**src/rtl/csr_access_unit.sv**
```systemverilog
// csr_access_unit: initiator side of the CSR port. Executes Zicsr instructions
// (CSRRW/CSRRS/CSRRC and their immediate forms) as a fixed read, modify, write
// sequence, then returns the old CSR value for rd writeback.
//
// Ports:
//   clk_i, rst_i           clock, asynchronous active-high reset
//   req_*                  decoded CSR instruction from the decoder (valid/ready)
//   flush_i                pipeline kill, returns the unit to idle
//   csr_ren_o/raddr_o      CSR read strobe/address, csr_rdata_i returns same cycle
//   csr_wen_o/waddr_o/wdata_o  CSR write strobe/address/data
//   resp_*                 rd writeback result (valid/ready)
//   illegal_valid_o        one-cycle illegal-access pulse with illegal_trap_id_o
//   busy_o                 high whenever the unit is not idle; stalls the pipeline
module csr_access_unit #(
  parameter int unsigned XLEN       = 32,
  parameter int unsigned ILLEGAL_ID = 2
) (
  input  logic            clk_i,
  input  logic            rst_i,
  input  logic            req_valid_i,
  output logic            req_ready_o,
  input  logic [2:0]      req_funct3_i,
  input  logic [11:0]     req_csr_addr_i,
  input  logic [4:0]      req_rs1_idx_i,
  input  logic [XLEN-1:0] req_rs1_data_i,
  input  logic [4:0]      req_rd_idx_i,
  input  logic            flush_i,
  output logic            csr_ren_o,
  output logic [11:0]     csr_raddr_o,
  input  logic [XLEN-1:0] csr_rdata_i,
  output logic            csr_wen_o,
  output logic [11:0]     csr_waddr_o,
  output logic [XLEN-1:0] csr_wdata_o,
  output logic            resp_valid_o,
  input  logic            resp_ready_i,
  output logic [4:0]      resp_rd_idx_o,
  output logic            resp_rd_wen_o,
  output logic [XLEN-1:0] resp_rd_data_o,
  output logic            illegal_valid_o,
  output logic [5:0]      illegal_trap_id_o,
  output logic            busy_o
);

  typedef enum logic [2:0] {StIdle, StRead, StWrite, StResp, StIll} state_e;

  state_e          state_q;
  logic [1:0]      funct3_q;   // only the op-select bits are needed after accept
  logic [11:0]     addr_q;
  logic [4:0]      rd_idx_q;
  logic [XLEN-1:0] op_q;
  logic [XLEN-1:0] old_q;
  logic            do_read_q;
  logic            do_write_q;

  logic            accept;
  logic            in_write;
  logic            in_read;
  logic            in_illegal;
  logic [XLEN-1:0] in_operand;
  logic [XLEN-1:0] wdata;

  // Accept-time decode. CSRRS/CSRRC with rs1=x0 do not write; CSRRW with rd=x0
  // does not read (no read side effects).
  assign accept     = req_valid_i & req_ready_o;
  assign in_write   = (req_funct3_i[1:0] == 2'b01) | (req_rs1_idx_i != 5'd0);
  assign in_read    = (req_funct3_i[1:0] != 2'b01) | (req_rd_idx_i != 5'd0);
  // addr[11:10]==11 marks a read-only CSR.
  assign in_illegal = (req_funct3_i[1:0] == 2'b00) |
                      (in_write & (req_csr_addr_i[11:10] == 2'b11));
  assign in_operand = req_funct3_i[2] ? {{(XLEN-5){1'b0}}, req_rs1_idx_i} : req_rs1_data_i;

  always_ff @(posedge clk_i or posedge rst_i) begin
    if (rst_i) begin
      state_q    <= StIdle;
      funct3_q   <= '0;
      addr_q     <= '0;
      rd_idx_q   <= '0;
      op_q       <= '0;
      old_q      <= '0;
      do_read_q  <= 1'b0;
      do_write_q <= 1'b0;
    end else if ((state_q != StIdle) && flush_i) begin
      state_q <= StIdle;
    end else begin
      case (state_q)
        StIdle: begin
          if (accept) begin
            funct3_q   <= req_funct3_i[1:0];
            addr_q     <= req_csr_addr_i;
            rd_idx_q   <= req_rd_idx_i;
            op_q       <= in_operand;
            do_read_q  <= in_read;
            do_write_q <= in_write;
            state_q    <= in_illegal ? StIll : StRead;
          end
        end
        StRead: begin
          old_q   <= do_read_q ? csr_rdata_i : '0;
          state_q <= StWrite;
        end
        StWrite: state_q <= StResp;
        StResp:  if (resp_ready_i) state_q <= StIdle;
        StIll:   state_q <= StIdle;
        default: state_q <= StIdle;
      endcase
    end
  end

  always_comb begin
    case (funct3_q)
      2'b10:   wdata = old_q | op_q;
      2'b11:   wdata = old_q & ~op_q;
      default: wdata = op_q;
    endcase
  end

  // Outputs depend only on registered state and latched fields; flush_i only
  // gates req_ready and the write strobe.
  always_comb begin
    req_ready_o       = (state_q == StIdle) & ~flush_i;
    busy_o            = (state_q != StIdle);
    csr_ren_o         = 1'b0;
    csr_raddr_o       = '0;
    csr_wen_o         = 1'b0;
    csr_waddr_o       = '0;
    csr_wdata_o       = '0;
    resp_valid_o      = 1'b0;
    resp_rd_idx_o     = '0;
    resp_rd_wen_o     = 1'b0;
    resp_rd_data_o    = '0;
    illegal_valid_o   = 1'b0;
    illegal_trap_id_o = '0;
    unique case (state_q)
      StRead: begin
        csr_ren_o = do_read_q;
        if (do_read_q) csr_raddr_o = addr_q;
      end
      StWrite: begin
        csr_wen_o = do_write_q & ~flush_i;
        if (csr_wen_o) begin
          csr_waddr_o = addr_q;
          csr_wdata_o = wdata;
        end
      end
      StResp: begin
        resp_valid_o   = 1'b1;
        resp_rd_idx_o  = rd_idx_q;
        resp_rd_wen_o  = (rd_idx_q != 5'd0);
        resp_rd_data_o = old_q;
      end
      StIll: begin
        illegal_valid_o   = 1'b1;
        illegal_trap_id_o = 6'(ILLEGAL_ID);
      end
      default: ;
    endcase
  end

endmodule
```
**config.mk**
```make
export PLATFORM = sky130hd
export DESIGN_NAME = csr_access_unit
export DESIGN_NICKNAME = d
export VERILOG_FILES = /design/src/rtl/csr_access_unit.sv
export SDC_FILE = /design/constraint.sdc
export NUM_CORES = 1
export LEC_CHECK = 0
export CAP_MARGIN = 40
export CORE_AREA = 2 2 122 124
export DETAILED_ROUTE_END_ITERATION = 10
export DIE_AREA = 0 0 124 126
export PLACE_DENSITY = 0.78
export SLEW_MARGIN = 20
export SYNTH_ARGS = -nofsm -noshare
export SYNTH_HDL_FRONTEND = slang
export SYNTH_SLANG_ARGS = --single-unit
```
**constraint.sdc**
```tcl
create_clock -name clk_i -period 2.8 [get_ports clk_i]
set_input_delay 0.56 -clock clk_i [delete_from_list [all_inputs] [get_ports clk_i]]
set_output_delay 0.56 -clock clk_i [all_outputs]
set_load 0.05 [all_outputs]
```
==> flow_summary.toml <==
[sta]
worst_slack_ps = 80.8
period_share_pct = 97.1
period_minus_slack_ps = 2720
setup_viol = 0
finalHoldViolCount = 0
rsz0062_at_grt = "false"
relSlewSlack_pct = 50.8
whs_ps = 500
skew_ps = 7.99
worst_pin_slew_ps = 738
fmax_mhz = 368
finalSetupTns_ps = 0
drv_slew = 0

[power]
power.density_mw_per_mm2 = 579
p_leak_nw = 3.59
irDropWorstVdd_v = 0.000330

[detailed_routing]
wl_per_cell_um = 16.8
drc_errors = 0
via_count = 4325
ant_nets = 0
routed_via_density = 4.91
drt_wl_total_um = 14800
drt_iter0_markers = 214
drt-pass1-iter-count = 4

[cts]
clockBufferDepth = 2
clk_latency_ps = 340
cts_buffers = 9
clk_pin_slew_ps = 60
cts_tree = "built"
htreeDepth = 3
cts.hold.buffers_added = 0
cts_sinks = 88
cts_root_buf = "clkbuf_16"

[job]
max-cap-violations = 0

[hold_path]
hp-start = "old_q[23]$_DFFE_PP0P_"
hold_path_depth = 2
hold_class = "register to register"
hold_path_end = "old_q[23]$_DFFE_PP0P_"

[global_route]
grt_pass1_vias = 4470
grt_pass1_wl_um = 23700
grt_max_degree = 89
antenna_found_initial = 1
track_usage_pct = 19.6
grt-ovfl-total = 0

[setup_path]
cpPeakStageDelay_ps = 480
start_kind = "input port"
slowest_stage = "clkdlybuf4s50_1"
cp_cell_sequence = "clkdlybuf4s50_1 -> nor2_1 -> nand4b_1 -> buf_4 -> a21oi_1 -> buf_12"
ff2ff_path_depth = 4
crit_family = "buffers and inverters"
worstReg2RegStart = "state_q[1]$_DFFE_PP0P_"
worst-path-max-fanout = 27
end_kind = "output pin"
cp.required_ps = 2240
cp.arrival_ps = 2160
r2r-end = "old_q[8]$_DFFE_PP0P_"
critPathKind = "input port to output pin"
ff2ff_setup_slack_ps = 840
crit_buf_inv = 3

[die]
die_h_um = 126
die_w_um = 124
rows = 44
io_pins = 200
dieArea_mm2 = 0.0156
initial_core_util_pct = 34.6
coreArea_mm2 = 0.0143

[cells_and_area]
layout.cells.non_filler = 881
num_antenna_cells = 0
area.growth.synth_to_final_pct = 65.3
utilization_pct = 57.2
final_nets = 786
drive_gt1_share_pct = 26.3

[synthesis]
synth_area_mm2 = 0.00495
synthCells = 509
synth.distinct_cells = 35
yosys.area.top_type_share_pct = 44.5
synth_area_leaders = "dfrtp_1 44%, mux2_4 12%, and2_1 7.8%"
ys_seq_elements = 88
avgSynthCellArea_um2 = 9.73
synth_seq_area_share_pct = 44.5
synth-warning-count = 0
synth_top_cell_by_area = "dfrtp_1"

[place]
pre_cts_ws_ps = 103
place_hpwl_um = 10700
io_buffer_count = 194
dp_cells = 865
gp_congestion = 0.789

[run_status]
status = "finished clean"
[layout make-up]
class	instances	area, µm²
flip-flops and latches	88	2200
multi-input cells	377	2470
well taps	184	230
repair buffers	213	2910
fillers	1212	6130
inverters	3	15.0
clock buffers	11	253
clock inverters	5	103
[placed cells by master (no fill, tap or decap), types with 2 or more instances in the layout]
master and n:
o21ai_0 33, nor3_1 2, inv_1 2, mux2_1 2, nor2_1 2, buf_4 31, clkbuf_8 2, nand2_1 100
clkbuf_16 9, mux2_4 40, clkinvlp_4 2, a21oi_1 43, nor2b_1 27, nand3b_1 33, mux2_2 4, mux2i_1 5
buf_12 86, o21a_1 2, and2_1 61, dfrtp_1 88, clkdlybuf4s50_1 95, bufinv_16 3, a31oi_1 3, conb_1 5
[how the worst max path moves through the flow]
| stage | from | endpoint | cells past startpoint |
|---|---|---|---|
| 5_1_grt | flush_i | csr_wdata_o[2] | 6 |
| 6_report | flush_i | csr_wdata_o[17] | 6 |
| 3_3_place_gp | flush_i | csr_wdata_o[15] | 6 |
| 3_5_place_dp | flush_i | csr_wdata_o[2] | 6 |
| 4_1_cts | flush_i | csr_wdata_o[2] | 6 |
| 2_1_floorplan | flush_i | csr_waddr_o[10] | 5 |
[registers in the layout, indices dropped and copies added (netlist names)]
name and flops:
old_q 32, op_q 32, addr_q 12, rd_idx_q 5, state_q 3, funct3_q 2
do_read_q 1, do_write_q 1
[Yosys cell counts]
cell        n
or4_1       1
mux2_4     40
a41oi_1     1
nor2_1      2
nand3_1     1
conb_1      1
o31ai_1     1
and3b_1     1
buf_4       6
nor2b_1    27
mux2_2      4
nor4bb_1    1
buf_12      4
o21a_1      2
o21ai_0    33
mux2_1      2
nor4_1      1
nand4b_1    1
nand2_1   100
nand2b_1    1
a21oi_1    44
a31oi_1     3
and2_1     62
nand3b_1   33
nor3_1      2
mux2i_1     5
buf_1       1
nor3b_1     1
dfrtp_1    88
inv_1       3
nor4_4      1
or4b_1      1
or3_1       1
clkbuf_1   30
buf_6       4
[stage by stage]
stage	cell area [µm²]	total power, mW
3_3_place_gp	7830	3.30
2_1_floorplan	4970	2.77
6_report	8190	4.74
3_5_place_dp	7830	3.35
4_1_cts	8180	4.79
5_1_grt	8190	5.01
[metal layers]
metal	global-route usage, %	up-vias	wire length (µm)
li1	-	2063	-
met3	5.80	21	1130
met5	0	-	13
met1	24.8	2087	6210
met4	6.35	2	258
met2	32.1	152	7200
[cell families (layout without fill, tap and decap cells)]
| group | Yosys count | count (layout) | share of synthesized area (%) |
|---|---|---|---|
| AOI/OAI and AO/OA | 84 | 84 | 8.79 |
| DFF | 88 | 88 | 44.5 |
| and+or+nand+nor | 237 | 237 | 26.1 |
| other | 1 | 5 | 0.0757 |
| muxes | 51 | 51 | 14.5 |
| buffers and inverters | 48 | 232 | 6.01 |
[tightest hold or removal path, cell delays in order (launching register included)]
cell	delay, ps
dfrtp_1	360
nand2_1	50
o21ai_0	60
[report_power, final]
part           leakage, nW  internal [mW]  total [mW]  switching (mW)
registers             1.09           1.63        1.92           0.285
logic                 2.33          0.728        1.40           0.676
clock network        0.172          0.919        1.42           0.504
total                 3.59           3.28        4.74            1.46
[what timing repair did]
action / CTS / global route
endpoints found under the hold margin: 0 / 0
resized for setup: 0 / 1
setup endpoints to repair: 0 / 1
buffers inserted: 0 / 0
Power figures use the tool's default switching activity.
